**config.mk**
```make
export PLATFORM = sky130hd
export DESIGN_NAME = regfile8x16
export DESIGN_NICKNAME = d
export VERILOG_FILES = /design/src/rtl/regfile8x16.sv
export SDC_FILE = /design/constraint.sdc
export NUM_CORES = 1
export LEC_CHECK = 0
export BUFFER_PORTS_ARGS = -buffer_cell sky130_fd_sc_hd__buf_2
export CAP_MARGIN = 5
export CORE_ASPECT_RATIO = 1.5
export CORE_MARGIN = 3
export CORE_UTILIZATION = 45
export DETAILED_ROUTE_END_ITERATION = 7
export HOLD_SLACK_MARGIN = 0.02
export PLACE_DENSITY = 0.79
export SLEW_MARGIN = 20
export SYNTH_ARGS = -nofsm -noshare
export SYNTH_HDL_FRONTEND = slang
export SYNTH_SLANG_ARGS = --single-unit
```
**constraint.sdc**
```tcl
create_clock -name clk -period 1.3 [get_ports clk]
set_input_delay 0.13 -clock clk [delete_from_list [all_inputs] [get_ports clk]]
set_output_delay 0.13 -clock clk [all_outputs]
set_load 0.02 [all_outputs]
```
**src/rtl/regfile8x16.sv**
```systemverilog
// regfile8x16: 8x16 register bank fed by a 1:8 write demux.
// Two registered read ports with write-through bypass and a busy scoreboard.
module regfile8x16 #(
    parameter int DW   = 16,
    parameter int NREG = 8
) (
    input  logic            clk,
    input  logic            rst_n,
    input  logic [DW-1:0]   a,
    input  logic [DW-1:0]   b,
    input  logic [DW-1:0]   c,
    input  logic [DW-1:0]   d,
    input  logic [DW-1:0]   e,
    input  logic [DW-1:0]   f,
    input  logic [DW-1:0]   g,
    input  logic [DW-1:0]   h,
    input  logic [2:0]      wr_sel,
    input  logic            wr_en,
    input  logic            clr,
    input  logic            rsv_en,
    input  logic [2:0]      rsv_addr,
    input  logic [2:0]      ra_addr,
    input  logic [2:0]      rb_addr,
    output logic [DW-1:0]   ra_data,
    output logic [DW-1:0]   rb_data,
    output logic            ra_busy,
    output logic            rb_busy,
    output logic [NREG-1:0] busy_vec
);

    logic [DW-1:0]   r_reg [NREG];
    logic [NREG-1:0] r_busy;

    logic [DW-1:0]   w_lanes [NREG];
    logic [DW-1:0]   w_lane;
    logic [NREG-1:0] w_busy_nxt;
    logic [DW-1:0]   w_ra_nxt;
    logic [DW-1:0]   w_rb_nxt;
    logic            w_ra_hit;
    logic            w_rb_hit;

    assign w_lanes[0] = a;
    assign w_lanes[1] = b;
    assign w_lanes[2] = c;
    assign w_lanes[3] = d;
    assign w_lanes[4] = e;
    assign w_lanes[5] = f;
    assign w_lanes[6] = g;
    assign w_lanes[7] = h;

    assign w_lane   = w_lanes[wr_sel];
    assign w_ra_hit = wr_en && (wr_sel == ra_addr);
    assign w_rb_hit = wr_en && (wr_sel == rb_addr);

    // Reserve beats write: the new producer owns the register.
    always_comb begin
        w_busy_nxt = r_busy;
        for (int i = 0; i < NREG; i++) begin
            if (clr)
                w_busy_nxt[i] = 1'b0;
            else if (rsv_en && rsv_addr == 3'(i))
                w_busy_nxt[i] = 1'b1;
            else if (wr_en && wr_sel == 3'(i))
                w_busy_nxt[i] = 1'b0;
        end
    end

    always_comb begin
        w_ra_nxt = r_reg[ra_addr];
        w_rb_nxt = r_reg[rb_addr];
        if (clr) begin
            w_ra_nxt = '0;
            w_rb_nxt = '0;
        end else begin
            if (w_ra_hit)
                w_ra_nxt = w_lane;
            if (w_rb_hit)
                w_rb_nxt = w_lane;
        end
    end

    always_ff @(posedge clk or negedge rst_n) begin
        if (!rst_n) begin
            for (int i = 0; i < NREG; i++)
                r_reg[i] <= '0;
        end else if (clr) begin
            for (int i = 0; i < NREG; i++)
                r_reg[i] <= '0;
        end else if (wr_en) begin
            r_reg[wr_sel] <= w_lane;
        end
    end

    always_ff @(posedge clk or negedge rst_n) begin
        if (!rst_n) begin
            r_busy  <= '0;
            ra_data <= '0;
            rb_data <= '0;
            ra_busy <= 1'b0;
            rb_busy <= 1'b0;
        end else begin
            r_busy  <= w_busy_nxt;
            ra_data <= w_ra_nxt;
            rb_data <= w_rb_nxt;
            ra_busy <= w_busy_nxt[ra_addr];
            rb_busy <= w_busy_nxt[rb_addr];
        end
    end

    assign busy_vec = r_busy;

endmodule

```
# == Word-level counts from Yosys, hierarchy flattened ==
# Cells that the tools add are included.
# classes
multipliers,0
div_mod_pow,0
n_eq_ne,16
shifts,0
magnitude_cmp,6
add_sub_neg,0
bitwise_logic,3
n_mux,46
reduce_logical,22
# ops
cell,n
128-bit two-way mux,2
16-bit two-way mux,11
16-bit binary-select mux with 3-bit select,3
128-bit bitwise mux,1
16-bit demux with 3-bit select,1
1-bit two-way mux,26
3-bit equality test (second input constant),8
1-bit logical AND,19
3-bit by 2-bit equality test with 1-bit output (second input constant),4
4-bit >= comparator (second input constant),3
3-bit inverter with 4-bit output,3
3-bit by 4-bit < comparator with 1-bit output (second input constant),2
1-bit binary-select mux with 3-bit select,2
3-bit by 1-bit equality test with 1-bit output (second input constant),2
3-bit equality test,2
3-bit logical NOT,2
4-bit by 1-bit < comparator with 1-bit output (second input constant),1
2-bit nonzero test,1
# word_totals
in_bits,145
out_inout_bits,42
mem_count,0
latchBits,0
mem_bits_ro,0
register_bits,170
ramBits,0
elab_cells,106

# == Depth between registers and ports, before layout ==
# logic_depth
depth_word,8
depth_mapped,7
ltp_nobuf,4

# == Least setup slack after synthesis ==
# No wires, ideal clock.
# synth_path
path_type,input -> register
startpoint,input wr_sel[0]
endpoint,register r_reg[80] in the netlist's numbering
slack_ns,-0.241
path_buffers,2
required_ns,1.158
setup_ns,0.142
arrival_ns,1.399
stages,5
path_cell_list,buf_4 buf_4 mux4_2 mux2i_4 a211oi_1
# synth_between
elab_chain_len,8
word_cells_on_any_way,12
cone_classes,order compare (2); mux (8); bitwise (1); reduce/logical (1)
# synth_lines
element,line_no,rtl
"start, declared",17,"input logic [2:0] wr_sel,"
3-bit inverter with 4-bit output (implied by the code) (*),"51, 90",
4-bit >= comparator (implied by the code) / 4-bit by 1-bit < comparator with 1-bit output (equally long branches),90,r_reg[wr_sel] <= w_lane;
1-bit logical AND (implied by the code),90,
16-bit two-way mux (implied by the code),90,
16-bit demux with 3-bit select,90,
128-bit bitwise mux (*),90,
128-bit two-way mux (*),89,end else if (wr_en) begin
128-bit two-way mux (*),86,end else if (clr) begin
"end signal, assigned by index",90,
"end, declared",31,logic [DW-1:0] r_reg [NREG];
# Every way passes the cells marked *; elsewhere a longest branch is shown, timed or not. The select of a mux whose other input is x is not followed.
# A chain may end at the register's enable or synchronous reset.

# == Worst setup path after layout ==
# layout_path
startpoint,register r_reg[3] in the netlist's numbering
endpoint,register rb_data[3]
# layout_between
elab_chain_len,5
# layout_lines
element,line_no,rtl
16-bit binary-select mux with 3-bit select,70,w_rb_nxt = r_reg[rb_addr];
16-bit two-way mux (implied by the code) (2 in a row),70,
16-bit two-way mux,77,if (w_rb_hit)
16-bit two-way mux,71,if (clr) begin
named net w_rb_nxt[3],38,logic [DW-1:0] w_rb_nxt;
"end signal, assigned",104,rb_data <= w_rb_nxt;
"end, declared",25,"output logic [DW-1:0] rb_data,"
# The timed path passes the listed nets, and every way through them passes these cells. The select of a mux whose other input is x is not followed.

==> impl_metrics.ini <==
[pwr]
max-vdd-ir-drop_uv = 932
share_comb_of_total_power_pct = 20.4
pwr-share-seq_pct = 43.1
p_sw_mw = 3.64
power.leakage_nw = 5.49
sw_frac_of_total_pct = 28.2
p_int_mw = 9.28
share_clk_of_total_power_pct = 36.5
power_density_mw_per_mm2 = 1040

[synthesis]
synthDominantAreaCellType = sky130_fd_sc_hd__dfrtp_1
synth_cells = 750
netlist_top_cells_area = sky130_fd_sc_hd__dfrtp_1, sky130_fd_sc_hd__mux4_2, sky130_fd_sc_hd__a211oi_1
synth.avg_cell_area_sq_um = 12.7
synth.cell_area_sq_mm = 0.00950
netlist-cell-type-count = 40
synth_seq_cells = 170
number_of_synthesis_warnings = 0
syn_nets = 895
yosysTopAreaCellShare_pct = 44.8
synth-seq-area-share_pct = 44.8

[timing]
maxSlewHeadroom_pct = 69.3
grt_setup_unrepaired = true
final_critical_path_setup_slack_ns = -0.0417
worst_slew_pin_slew_ns = 0.460
fin_skew_ns = 0.00775
timing.final.crit_share_pct = 103
final_max_slew_viol_count = 0
achievable-frequency_mhz = 745
final.min_clock_period_ns = 1.34
totalNegativeSetupSlack_ns = -0.0680
setup_violations = 3
hold_violations = 0

[cells_and_area]
num-fill-cells = 1536
nNetsFinal = 1138
largest_reg_flops = 128
post_route_cells_drive_above_1_share_pct = 45.2
area_delta_synth_final_pct = 30.6
antenna-diode-count = 0

[die]
boundaryPins = 187
dieArea_sq_mm = 0.0229
floorplan.die.width_microns = 125
starting_utilization_of_the_core_area_pct = 46.2
core.rowCount = 64
coreArea_sq_mm = 0.0206
die-height_microns = 184

[drt]
drtPass1Iterations = 7
antenna_violating_nets_post_route = 0
vias_post_dr = 7912
drt-vias-per-instance = 6.23
drt-initial-drc-count = 803
postRouteWirelength_mm = 28.3
drt_drc_violations_left = 0
routed_wire_length_per_instance_microns = 22.3

[status]
status = finished, violations left
failed_checks = negative setup slack

[global_routing]
grt_pass1_vias = 8308
global_route.overflow_total = 0
globalRouteMet3Util_pct = 4.27
gr_peak_layer = met2
grt_start_max_net_pins = 41
global_route.usage.met1_pct = 29.2
grt_first_pass_wirelength_mm = 44.8
grt_util_met2_pct = 44.0
initial_antenna_violation_count = 0
grt_overall_usage_pct = 24.8

[critical_path]
critPathKind = reg2reg
peak_fanout_along_the_critical_path = 3
worst_setup_path_end_kind = register
crit_required_ns = 1.59
crit_path_start_kind = register
arrival_ns = 1.64

[clocking]
clock-sinks = 170
clock-root-buffer = sky130_fd_sc_hd__clkbuf_16
ctsLongestPathBuffers = 2
clk_pin_slew_worst_paths_ns = 0.07
ctsHtreeMaxLevel = 4
worstSkewPairLatency_ns = 0.42
cts-buffers-inserted = 17
cts_tree = built

[worst_hold_path]
timing.hold.worst.class = in2reg

[placement]
place.port_buffers = 186
dp.final_hpwl_mm = 20.0
dpl_worst_slack_ns = -0.416
place_congestion = 0.874

[flow_run]
cap_violations = 0
[worst max-delay path: stages (launching register included)]
cell	delay (ns)
sky130_fd_sc_hd__dfrtp_1	0.40
sky130_fd_sc_hd__mux4_2	0.48
sky130_fd_sc_hd__mux2i_1	0.20
sky130_fd_sc_hd__o22ai_1	0.13
[power groups by stage]
stage | sequential, mW | clock [mW] | combinational (mW)
2_1_floorplan | 5.70 | 0 | 1.31
3_3_place_gp | 5.65 | 0 | 2.53
3_5_place_dp | 5.67 | 0 | 2.58
4_1_cts | 5.57 | 4.73 | 2.60
5_1_grt | 5.59 | 4.99 | 2.81
6_report | 5.57 | 4.71 | 2.64
[final timing paths]
| check | startpoint | end | slack [ns] | cells past startpoint |
|---|---|---|---|---|
| worst max-delay path | r_reg[3] | rb_data[3] | -0.04 | 3 |
| worst min-delay path | rsv_addr[2] | busy_vec[1] | 0.14 | 3 |
| worst max register to register | r_reg[3] | rb_data[3] | -0.04 | 3 |
| worst min register to register | r_reg[10] | r_reg[10] | 0.51 | 2 |
| max in group asynchronous | rst_n | r_reg[85] | 0.55 | 3 |
| min in group asynchronous | rst_n | r_reg[125] | 0.18 | 2 |
[Yosys cell counts]
library cell	n
sky130_fd_sc_hd__dfrtp_1	170
sky130_fd_sc_hd__mux4_2	96
sky130_fd_sc_hd__nand2_1	72
sky130_fd_sc_hd__nor2_1	69
sky130_fd_sc_hd__a211oi_1	66
sky130_fd_sc_hd__o21ai_1	57
sky130_fd_sc_hd__o22ai_1	35
sky130_fd_sc_hd__clkbuf_1	34
sky130_fd_sc_hd__mux2i_1	32
sky130_fd_sc_hd__buf_2	26
sky130_fd_sc_hd__mux2i_4	16
sky130_fd_sc_hd__o21ai_0	7
sky130_fd_sc_hd__buf_4	6
sky130_fd_sc_hd__inv_1	6
sky130_fd_sc_hd__o32ai_1	6
sky130_fd_sc_hd__xor2_1	6
sky130_fd_sc_hd__nand3_1	4
sky130_fd_sc_hd__and4b_1	3
sky130_fd_sc_hd__buf_1	3
sky130_fd_sc_hd__nand3b_1	3
sky130_fd_sc_hd__nor2b_1	3
sky130_fd_sc_hd__nor4bb_1	3
sky130_fd_sc_hd__a21o_1	2
sky130_fd_sc_hd__a221oi_1	2
sky130_fd_sc_hd__and2b_1	2
sky130_fd_sc_hd__buf_6	2
sky130_fd_sc_hd__nand2b_1	2
sky130_fd_sc_hd__nor3_1	2
sky130_fd_sc_hd__o211ai_1	2
sky130_fd_sc_hd__o221ai_1	2
sky130_fd_sc_hd__o32ai_2	2
sky130_fd_sc_hd__a41oi_2	1
sky130_fd_sc_hd__buf_12	1
sky130_fd_sc_hd__buf_8	1
sky130_fd_sc_hd__nand3_2	1
sky130_fd_sc_hd__nand4_2	1
sky130_fd_sc_hd__nor4b_4	1
sky130_fd_sc_hd__o2bb2ai_1	1
sky130_fd_sc_hd__or2_2	1
sky130_fd_sc_hd__or3b_2	1
[cell usage in the layout, fill, tap and decap left out, drive strengths merged, types with 2 or more instances in the layout]
cell type,n
nand2b,2
clkinv,6
and2b,2
mux2i,48
nor2,69
nand3,5
a221oi,2
nor2b,3
dfrtp,170
nand2,72
xor2,6
o32ai,8
o21ai,64
nand3b,3
clkinvlp,2
mux4,96
a211oi,66
o211ai,2
and4b,3
nor4bb,3
nor3,2
o22ai,35
o221ai,2
inv,10
buf,296
a21o,2
clkbuf,19
[final cells by class]
class / instances / area [sq um] / area share [%]
clock buffers: 19 / 443 / 3.57
clock inverters: 12 / 93.8 / 0.756
inverters: 6 / 22.5 / 0.181
multi-input cells: 501 / 4960 / 40.0
flip-flops and latches: 170 / 4250 / 34.3
well taps: 264 / 330 / 2.66
repair buffers: 297 / 2310 / 18.6
[through the flow]
step / hold slack, ns / cell area (sq um) / cells / utilization, % / total power, mW
finish: 0.144 / 12400 / 1269 / 60.3 / 12.9
global route: 0.153 / 12400 / 1269 / 60.3 / 13.4
CTS: 0.0985 / 12300 / 1258 / 59.6 / 12.9
detailed placement: 0.0588 / 11700 / 1226 / 56.9 / 8.25
global placement: 0.0579 / 11700 / 1226 / 56.9 / 8.18
floorplan: -0.166 / 9580 / 750 / - / 7.01
[what timing repair did]
action	4_1_cts	5_1_grt
gates resized for setup	1	11
hold buffers	1	0
hold endpoints to repair	170	0
pin swaps	0	13
setup endpoints to repair	1	35
buffers inserted	0	11
[cell families after synthesis]
| kind of cell | Yosys count | share of synthesized area (%) |
|---|---|---|
| simple gates | 168 | 7.89 |
| flops | 170 | 44.8 |
| compound gates | 183 | 12.7 |
| mux | 144 | 29.9 |
| buf+inv | 79 | 4.15 |
| xor+xnor | 6 | 0.553 |
[layer usage]
layer | routed length [microns] | vias to the layer above | part of all wire [%]
li1 | - | 3377 | -
met4 | 1060 | 0 | 3.8
met2 | 15100 | 479 | 53
met5 | 0 | - | 0
met3 | 2200 | 93 | 7.8
met1 | 9960 | 3963 | 35
Power figures use the tool's default switching activity.
